<file path="config.mk">
export PLATFORM = sky130hd
export DESIGN_NAME = float_add_arbiter
export DESIGN_NICKNAME = d
export VERILOG_FILES = /design/src/rtl/float_add_arbiter.sv
export SDC_FILE = /design/constraint.sdc
export NUM_CORES = 1
export LEC_CHECK = 0
export CORE_AREA = 2 2 158 160
export CTS_BUF_LIST = sky130_fd_sc_hd__clkbuf_2
export DETAILED_ROUTE_END_ITERATION = 8
export DIE_AREA = 0 0 160 162
export PLACE_DENSITY = 0.7
export SKIP_LAST_GASP = 1
export SLEW_MARGIN = 20
export SYNTH_ARGS = -nofsm -noshare
export SYNTH_HDL_FRONTEND = slang
export SYNTH_SLANG_ARGS = --single-unit
</file>
<file path="constraint.sdc">
create_clock -name clk -period 6 [get_ports clk]
set_input_delay 1.2 -clock clk [delete_from_list [all_inputs] [get_ports clk]]
set_output_delay 1.2 -clock clk [all_outputs]
set_load 0.005 [all_outputs]
</file>
<file path="src/rtl/float_add_arbiter.sv">
// float_add_arbiter: round-robin sequencer sharing one float_add core among NREQ requesters
module float_add_arbiter #(
    parameter int NREQ    = 4,
    parameter int LATENCY = 50,
    parameter int IDW     = $clog2(NREQ)
) (
    input  logic                 clk,
    input  logic                 rst,
    input  logic [NREQ-1:0]      req_valid,
    output logic [NREQ-1:0]      req_ready,
    input  logic [32*NREQ-1:0]   req_x,
    input  logic [32*NREQ-1:0]   req_y,
    output logic                 rsp_valid,
    input  logic                 rsp_ready,
    output logic [IDW-1:0]       rsp_id,
    output logic [31:0]          rsp_z,
    output logic [1:0]           rsp_overflow,
    output logic                 busy,
    output logic                 fa_rst,
    output logic [31:0]          fa_x,
    output logic [31:0]          fa_y,
    input  logic [31:0]          fa_z,
    input  logic [1:0]           fa_overflow
);
    localparam int CW = $clog2(LATENCY + 1);
    localparam logic [1:0] S_IDLE  = 2'd0;
    localparam logic [1:0] S_ISSUE = 2'd1;
    localparam logic [1:0] S_WAIT  = 2'd2;
    localparam logic [1:0] S_RESP  = 2'd3;

    logic [1:0]     r_state;
    logic [IDW-1:0] r_last;
    logic [IDW-1:0] r_cur;
    logic [CW-1:0]  r_cnt;
    logic [31:0]    r_x;
    logic [31:0]    r_y;
    logic [31:0]    r_z;
    logic [1:0]     r_ovf;
    logic [IDW-1:0] w_gid;
    logic [IDW-1:0] w_idx;
    logic           w_found;
    logic           w_acc;

    // Round-robin search: scan from farthest to nearest after r_last so the nearest valid index wins
    always_comb begin
        w_gid   = '0;
        w_idx   = '0;
        w_found = 1'b0;
        for (int k = NREQ; k >= 1; k--) begin
            w_idx = IDW'((int'(r_last) + k) % NREQ);
            if (req_valid[w_idx]) begin
                w_gid   = w_idx;
                w_found = 1'b1;
            end
        end
    end

    assign req_ready    = (r_state == S_IDLE && w_found && !rst) ? (NREQ'(1) << w_gid) : '0;
    assign w_acc        = |(req_valid & req_ready);
    assign busy         = r_state != S_IDLE;
    assign fa_rst       = !(rst || r_state == S_ISSUE);
    assign fa_x         = r_x;
    assign fa_y         = r_y;
    assign rsp_valid    = r_state == S_RESP;
    assign rsp_id       = r_cur;
    assign rsp_z        = r_z;
    assign rsp_overflow = r_ovf;

    // Sequencer: accept, pulse the core restart, wait out the core latency, hold the result until taken
    always_ff @(posedge clk) begin
        if (rst) begin
            r_state <= S_IDLE;
            r_last  <= IDW'(NREQ - 1);
            r_cur   <= '0;
            r_cnt   <= '0;
            r_x     <= '0;
            r_y     <= '0;
            r_z     <= '0;
            r_ovf   <= '0;
        end else begin
            case (r_state)
                S_IDLE: if (w_acc) begin
                    r_x     <= req_x[{w_gid, 5'b0} +: 32];
                    r_y     <= req_y[{w_gid, 5'b0} +: 32];
                    r_cur   <= w_gid;
                    r_last  <= w_gid;
                    r_state <= S_ISSUE;
                end
                S_ISSUE: begin
                    r_cnt   <= '0;
                    r_state <= S_WAIT;
                end
                S_WAIT: if (r_cnt == CW'(LATENCY - 1)) begin
                    r_z     <= fa_z;
                    r_ovf   <= fa_overflow;
                    r_state <= S_RESP;
                end else begin
                    r_cnt <= r_cnt + 1'b1;
                end
                default: if (rsp_ready) r_state <= S_IDLE;
            endcase
        end
    end
endmodule

</file>
; Yosys cells after proc, flatten, opt, wreduce, memory -nomap -nowiden
; Cells that the tools add are included.
[word_totals]
ff_bits = 110
latch_bits = 0
ramBits = 0
mem_bits_ro = 0
in_bits = 297
out_inout_bits = 107
elab_cells = 65
n_memories = 0
[op_classes]
add_sub_neg = 5
mul = 0
div = 0
order_cmp = 4
n_eq_ne = 7
shifts = 3
n_mux = 23
bitwise_logic = 1
n_reduce_logical = 14
[ops]
columns = op, count
row1 = 128-bit by 8-bit variable part select with 32-bit output, 2
row2 = 2-bit 2-to-1 mux, 7
row3 = 2-bit by 3-bit < comparator with 1-bit output (second input constant), 4
row4 = 6-bit one-hot mux with 2 select lines, 1
row5 = 1-bit binary-select mux with 2-bit select, 4
row6 = 1-bit 2-to-1 mux, 8
row7 = 6-bit by 1-bit adder with 6-bit output (second input constant), 1
row8 = 6-bit equality test (second input constant), 1
row9 = 6-bit 2-to-1 mux, 1
row10 = 2-bit != test (second input constant), 3
row11 = 2-bit one-hot mux with 3 select lines, 1
row12 = 2-bit AND reduction, 3
row13 = 2-bit by 1-bit adder with 2-bit output (second input constant), 2
row14 = 2-bit adder (second input constant), 2
row15 = 4-bit AND, 1
row16 = 2-bit equality test (second input constant), 2
row17 = 4-bit 2-to-1 mux, 1
row18 = 2-bit nonzero test, 2
row19 = 4-bit nonzero test, 1
row20 = 4-bit OR reduction, 1
row21 = 1-bit by 2-bit << shifter with 4-bit output (first input constant), 1
row22 = 3-bit AND reduction, 1
row23 = 2-bit by 1-bit equality test with 1-bit output (second input constant), 1
row24 = 1-bit logical AND, 2
row25 = 3 further kinds, 4

; Depth between registers and ports, before layout
; Gate-level depths: netlist of the first run.
[logic_depth]
depth_word = 14
ltp_mapped = 10
depth_no_buf = 7

; Worst setup path before layout of the first run
; Ideal clock, no wire load.
[synth_path]
path_type = input -> output
start = input req_valid[0]
end = output req_ready[0]
arrival_ps = 2407
required_ps = 4800
path_slack_ps = 2393
cell_stages = 7
n_path_buf = 3
path_cell_list = nor4_1 or3_1 buf_4 nor2_1 buf_4 clkbuf_4 and2_1
[synth_between]
elab_chain_cells = 9
elab_cells_between_ends = 20
cone_classes = 1 x shift / 17 x mux / 2 x reduce/logical
[synth_lines]
columns = element, line_no
row1 = start: declaration, 9  ; input logic [NREQ-1:0] req_valid,
row2 = 1-bit binary-select mux with 2-bit select, 51  ; if (req_valid[w_idx]) begin
row3 = 1-bit 2-to-1 mux (not written as such), 51
row4 = 1-bit 2-to-1 mux (4 in series), 51
row5 = 1-bit logical AND (2 in series), 58  ; assign req_ready = (r_state == S_IDLE && w_found && !rst) ? (NREQ'(1) << w_gid) : '0;
row6 = 4-bit 2-to-1 mux (*), 58
row7 = end: declaration, 10  ; output logic [NREQ-1:0] req_ready,
; Mark *: on every way between the ends. The rest lies on a longest branch, timed or not. The select of a mux whose other input is x is not followed.

; Final worst setup path of the first run
[layout_path]
start = input req_valid[1]
end = output req_ready[3]
; The elaborated chain is that of the path after synthesis.

==> flow_summary.ini, run 1 <==
[drt]
drc = 0
drt-total-wl_microns = 24050
via_per_inst = 4.685
wl_per_cell_microns = 18.45
dr.pass1.iters = 4
first_iter_violations = 205
ant_nets = 0
dr_total_vias = 6105

[global_routing]
grt_max_degree = 92
gr-usage-met1_pct = 20.55
use_met3_pct = 6.486
busiest_layer = met2
grt_usage_pct = 17.87
grt_pass1_wl_microns = 36240
antenna_found_initial = 3
first_global_vias = 6276
use_met2_pct = 32.03
grt-ovfl-total = 0

[logic_synthesis]
ys_top_cells_by_area = dfxtp_1 (35%), mux2i_1 (21%), a221oi_2 (15%)
syn_inst = 607
synth_largest_area_cell = dfxtp_1
yosysWarnings = 0
yosys.cell_types.count = 43
yosysSeqAreaShare_pct = 35.36
ys.flop_type = dfxtp_1
syn_nets = 910
synth.most_common_cell = mux2i_1
async_flop_share_pct = 0
avgSynthCellArea_sq_um = 10.26
ys_ff_latch = 110
synth_edf_count = 0
syn-cell-area_sq_mm = 0.006228
synth_common_cells = mux2i_1 (128), dfxtp_1 (110), nand2_1 (71)
synth_top_area_share_pct = 35.36

[clock_tree]
cts.path.max_buffers = 2
cts_tree = yes
postCtsSetupBuffers = 0
cts_hold_buf = 0
cts_sinks = 110
htree_levels = 3
cts_buffers = 9
clk_latency_ns = 0.61
clk_pin_slew_ns = 0.33
post_cts_resized = 0
root_buffer = clkbuf_2

[floorplanning]
die-area_sq_mm = 0.02592
fp.coreArea_sq_mm = 0.02411
fp.dieW_microns = 160
ioPinCount = 404
die_h_microns = 162
rows = 57
start_util_pct = 25.84

[critical_path]
cp-end-kind = primary output
critical_path_required_ns = 4.80
arrival_ns = 3.68
path_max_fanout = 7
critPathKind = in -> out
start_kind = input port

[cells_and_area]
multi_input_area_sq_mm = 0.003659
nets = 1277
design_area_sq_mm = 0.01049
drive_above_1_share_pct = 10.22
seq_area_sq_mm = 0.002202
area_growth_pct = 68.46
fillers = 2387

[outcome]
status = complete, no violations

[pwr]
p_total_mw = 2.668
pwr-share-seq_pct = 35.9
ir_drop_mv = 0.1388
powerDensity_mw_per_mm2 = 254.3
comb_power_share_pct = 51.7
switching_share_pct = 37.74
clkPwrFrac_pct = 12.3
p_leak_nw = 4.267
p_sw_mw = 1.007
intPower_mw = 1.661

[timing]
fmax_ghz = 0.2051
setup-violations-final = 0
skew_ns = 0.03196
final_max_slew_viol_count = 0
hold_viol = 0
relSlewSlack_pct = 34.69
worst_slew_pin_slew_ns = 0.9796
rsz0062_at_grt = no
timing.final.crit_share_pct = 81.26
tns_ns = 0
finalCriticalPeriod_ns = 4.876

[flow_run]
max-cap-violations = 0

[hold_path]
hp-class = reg -> reg

[place]
place_congestion = 0.8064
dp_hpwl_microns = 17970
placed_area_sq_mm = 0.01040
port_buffers = 403
==> metal layers <==
| layer | up-vias | routed length, microns |
|---|---|---|
| met5 | - | 18 |
| met4 | 2 | 279 |
| met3 | 19 | 2050 |
| met2 | 235 | 11930 |
| met1 | 2841 | 9766 |
| li1 | 3008 | - |
==> power by group through the flow <==
stage               Combinational (mW)  Clock [mW]  Sequential [mW]
detailed placement                1.40           0            0.973
floorplan                        0.776           0            0.975
global placement                  1.39           0            0.969
global route                      1.49       0.381            0.979
finish                            1.38       0.329            0.959
CTS                               1.41       0.357            0.960
==> state kept, by name (all words and copies together), names as in the netlist <==
register,count
rsp_id,2
r_cnt,6
fa_x,32
fa_y,32
r_last,2
rsp_z,32
r_state,2
rsp_overflow,2
==> metrics by stage <==
stage / utilization [%] / hold WS, ns / std cells / worst slack, ns
after floorplan: - / 0.4527 / 607 / 2.393
after global placement: 43.13 / 0.4405 / 1287 / 1.251
after global routing: 43.53 / 0.4875 / 1303 / 1.118
final: 43.53 / 0.4702 / 1303 / 1.124
after CTS: 43.52 / 0.4715 / 1302 / 1.222
after detailed placement: 43.14 / 0.4474 / 1287 / 1.219
==> final cells by class <==
| cell class | count | share of cell area (%) |
|---|---|---|
| Timing Repair Buffer | 414 | 39.21 |
| Multi-Input combinational cell | 434 | 34.87 |
| Clock inverter | 6 | 0.4412 |
| Tap cell | 324 | 3.864 |
| Antenna cell | 1 | 0.02385 |
| Inverter | 5 | 0.1789 |
| Clock buffer | 9 | 0.4293 |
| Sequential cell | 110 | 20.99 |
==> worst max-delay path, cell delays in order <==
cell and delay (ns):
clkdlybuf4s50_1 0.55, nor4_1 0.11, or3_1 0.48, nor3_1 0.69, clkdlybuf4s50_1 0.64
==> worst paths after layout <==
check / slack, ns / depth (start not counted) / endpoint / start
worst max-delay path: 1.12 / 5 / req_ready[3] / req_valid[1]
worst min-delay path: 0.47 / 2 / rsp_z[2]$_SDFFE_PP0P_ / rsp_z[2]$_SDFFE_PP0P_
worst max register to register: 3.00 / 8 / fa_x[8]$_SDFFE_PP0P_ / r_state[1]$_SDFFE_PP0P_
worst min register to register: 0.47 / 2 / rsp_z[2]$_SDFFE_PP0P_ / rsp_z[2]$_SDFFE_PP0P_
==> cell usage in the layout, fill, tap and decap left out, types with 2 or more instances in the layout <==
cell type and instances:
a21oi_1 39, a221oi_2 64, and2_1 3, buf_4 12, clkbuf_2 9, clkdlybuf4s50_1 402, clkinv_4 2, dfxtp_1 110
ha_1 6, inv_1 4, inv_6 2, mux2i_1 128, nand2_1 71, nand2b_1 3, nand3_1 3, nand4_1 2
nor2_1 12, nor2_4 2, nor2b_1 2, nor3_1 7, nor4_1 3, o21a_1 2, o21ai_0 3, o21bai_1 65
or2_2 2, or3_1 2
==> kinds of logic after synthesis <==
logic type      count (synthesis)  synth area share [%]
flops                         110                 35.36
fa+ha+maj                       6                 1.205
simple gates                  117                 8.377
xor+xnor                        2                0.2813
mux                           128                 20.57
compound gates                181                 27.90
buf+inv                        63                 6.307
Note: power is estimated with default switching activity, not from simulation.
==> run 2: changes to the inputs <==
==> constraint.sdc (replaced) <==
create_clock -name clk -period 4.75 [get_ports clk]
set_input_delay 0.95 -clock clk [delete_from_list [all_inputs] [get_ports clk]]
set_output_delay 0.95 -clock clk [all_outputs]
set_load 0.005 [all_outputs]
==> run 2 against run 1 <==
Compared with the run above: routed wire length increased by 1.7%; highest routed layer is now met4; sequential share of layout area down 0.087 points; final area up 0.42%; non-clock buffer count up 2; die area unchanged; utilization is 0.18 points higher; sequential cell count unchanged; global-route usage is 0.43 points higher; critical path type unchanged.
==> flow_summary.ini, run 2 (synthesized netlist as in run 1, its figures left out) <==
[timing]
rsz0062_at_grt = no
hold_viol = 0
relSlewSlack_pct = 35.30
finalCriticalPeriod_ns = 4.073
skew_ns = 0.04298
timing.hold.ws_ns = 0.4701
tns_ns = 0
worst_slew_pin_slew_ns = 0.9704
fmax_ghz = 0.2455
setup-violations-final = 0
timing.final.crit_share_pct = 85.75
final_max_slew_viol_count = 0

[critical_path]
max_stage_delay_ns = 0.61
critPathKind = in -> out
cp-startpoint = req_valid[3]
timing.rr.start = r_state[0]$_SDFFE_PP0P_
cp-end-kind = primary output
start_kind = input port
crit_slowest_cell = clkdlybuf4s50_1
arrival_ns = 3.12
path_max_fanout = 6
critical_path_required_ns = 3.80
worstPathCellList = clkdlybuf4s50_1, nor2_1, nor3_1, nor3_4, nor3_1, clkdlybuf4s50_1

[floorplanning]
die_h_microns = 162
die-area_sq_mm = 0.02592
rows = 57
ioPinCount = 404
fp.dieW_microns = 160
fp.coreArea_sq_mm = 0.02411
start_util_pct = 25.84

[place]
port_buffers = 403
placed_area_sq_mm = 0.01041
place_congestion = 0.7784
dp_hpwl_microns = 18470

[cells_and_area]
design_area_sq_mm = 0.01054
final_common_cell = clkdlybuf4s50_1
nets = 1279
postLayoutCoreUtil_pct = 43.71
fillers = 2371
final_cell_mix = clkdlybuf4s50_1 (402), mux2i_1 (128), dfxtp_1 (110)
seq_area_sq_mm = 0.002202
multi_input_area_sq_mm = 0.003660
drive_above_1_share_pct = 10.41
area_growth_pct = 69.17

[flow_run]
max-cap-violations = 0

[drt]
drt-total-wl_microns = 24460
dr_total_vias = 6076
ant_nets = 0
via_per_inst = 4.649
drc = 0
wl_per_cell_microns = 18.72
dr.pass1.iters = 4
first_iter_violations = 171

[global_routing]
grt-ovfl-total = 0
use_met3_pct = 6.001
grt_pass1_wl_microns = 37140
grt_usage_pct = 18.30
first_global_vias = 6265
busiest_layer = met2
antenna_found_initial = 3
use_met2_pct = 31.96
gr-usage-met1_pct = 21.55
grt_max_degree = 75

[clock_tree]
postCtsSetupBuffers = 0
clk_latency_ns = 0.64
cts_sinks = 110
cts.path.max_buffers = 2
cts_hold_buf = 0
root_buffer = clkbuf_2
cts_tree = yes
post_cts_resized = 0
clk_pin_slew_ns = 0.34
cts_buffers = 9
htree_levels = 3

[hold_path]
hp-start = rsp_z[23]$_SDFFE_PP0P_
hp-class = reg -> reg

[pwr]
p_leak_nw = 4.292
powerDensity_mw_per_mm2 = 326.5
ir_drop_mv = 0.1480

[outcome]
status = complete, no violations
## run 2: changes by cell type in the layout (fill, tap and decap cells not counted), sizes merged
| cell | before | now |
|---|---|---|
| bufinv | 0 | 1 |
| buf | 12 | 14 |
| diode | 1 | 3 |
| clkinvlp | 1 | 0 |
| clkinv | 3 | 2 |
| inv | 7 | 8 |
## run 2: metal layers
metal  wire, microns  up-vias
met3            2067       28
met4             499        0
met2           11970      239
met5               0        -
met1            9925     2802
li1                -     3007
## run 2: per-stage QoR
stage / setup slack, ns / power [mW] / cells
floorplan: 1.643 / 2.211 / 607
global placement: 0.6250 / 2.984 / 1289
detailed placement: 0.6522 / 3.007 / 1289
CTS: 0.6414 / 3.507 / 1304
global route: 0.4779 / 3.663 / 1305
finish: 0.6769 / 3.440 / 1307
## run 2: final timing paths
check / end / slack, ns / cells after the start
setup reg to reg: fa_x[10]$_SDFFE_PP0P_ / 1.86 / 9
hold / removal: rsp_z[23]$_SDFFE_PP0P_ / 0.47 / 2
setup / recovery: req_ready[3] / 0.68 / 6
hold reg to reg: rsp_z[23]$_SDFFE_PP0P_ / 0.47 / 2
## run 2: area by class of cell
class                   count  area share, %
repair buffers            416          39.19
multi-input cells         434          34.73
flip-flops and latches    110          20.90
well taps                 324          3.848
clock inverters             6         0.6531
clock buffers               9         0.4275
inverters                   5         0.1781
diodes                      3        0.07125
## run 2: power breakdown
part	switching (mW)	internal, mW
combinational	0.824	0.927
sequential	0.108	1.11
clock	0.351	0.125
total	1.28	2.16
## run 2: worst max-delay path, delay by kind of cell
kind                   cells  cell delay [ns]
buffers and inverters      2             1.15
AND/OR/NAND/NOR            4             1.01
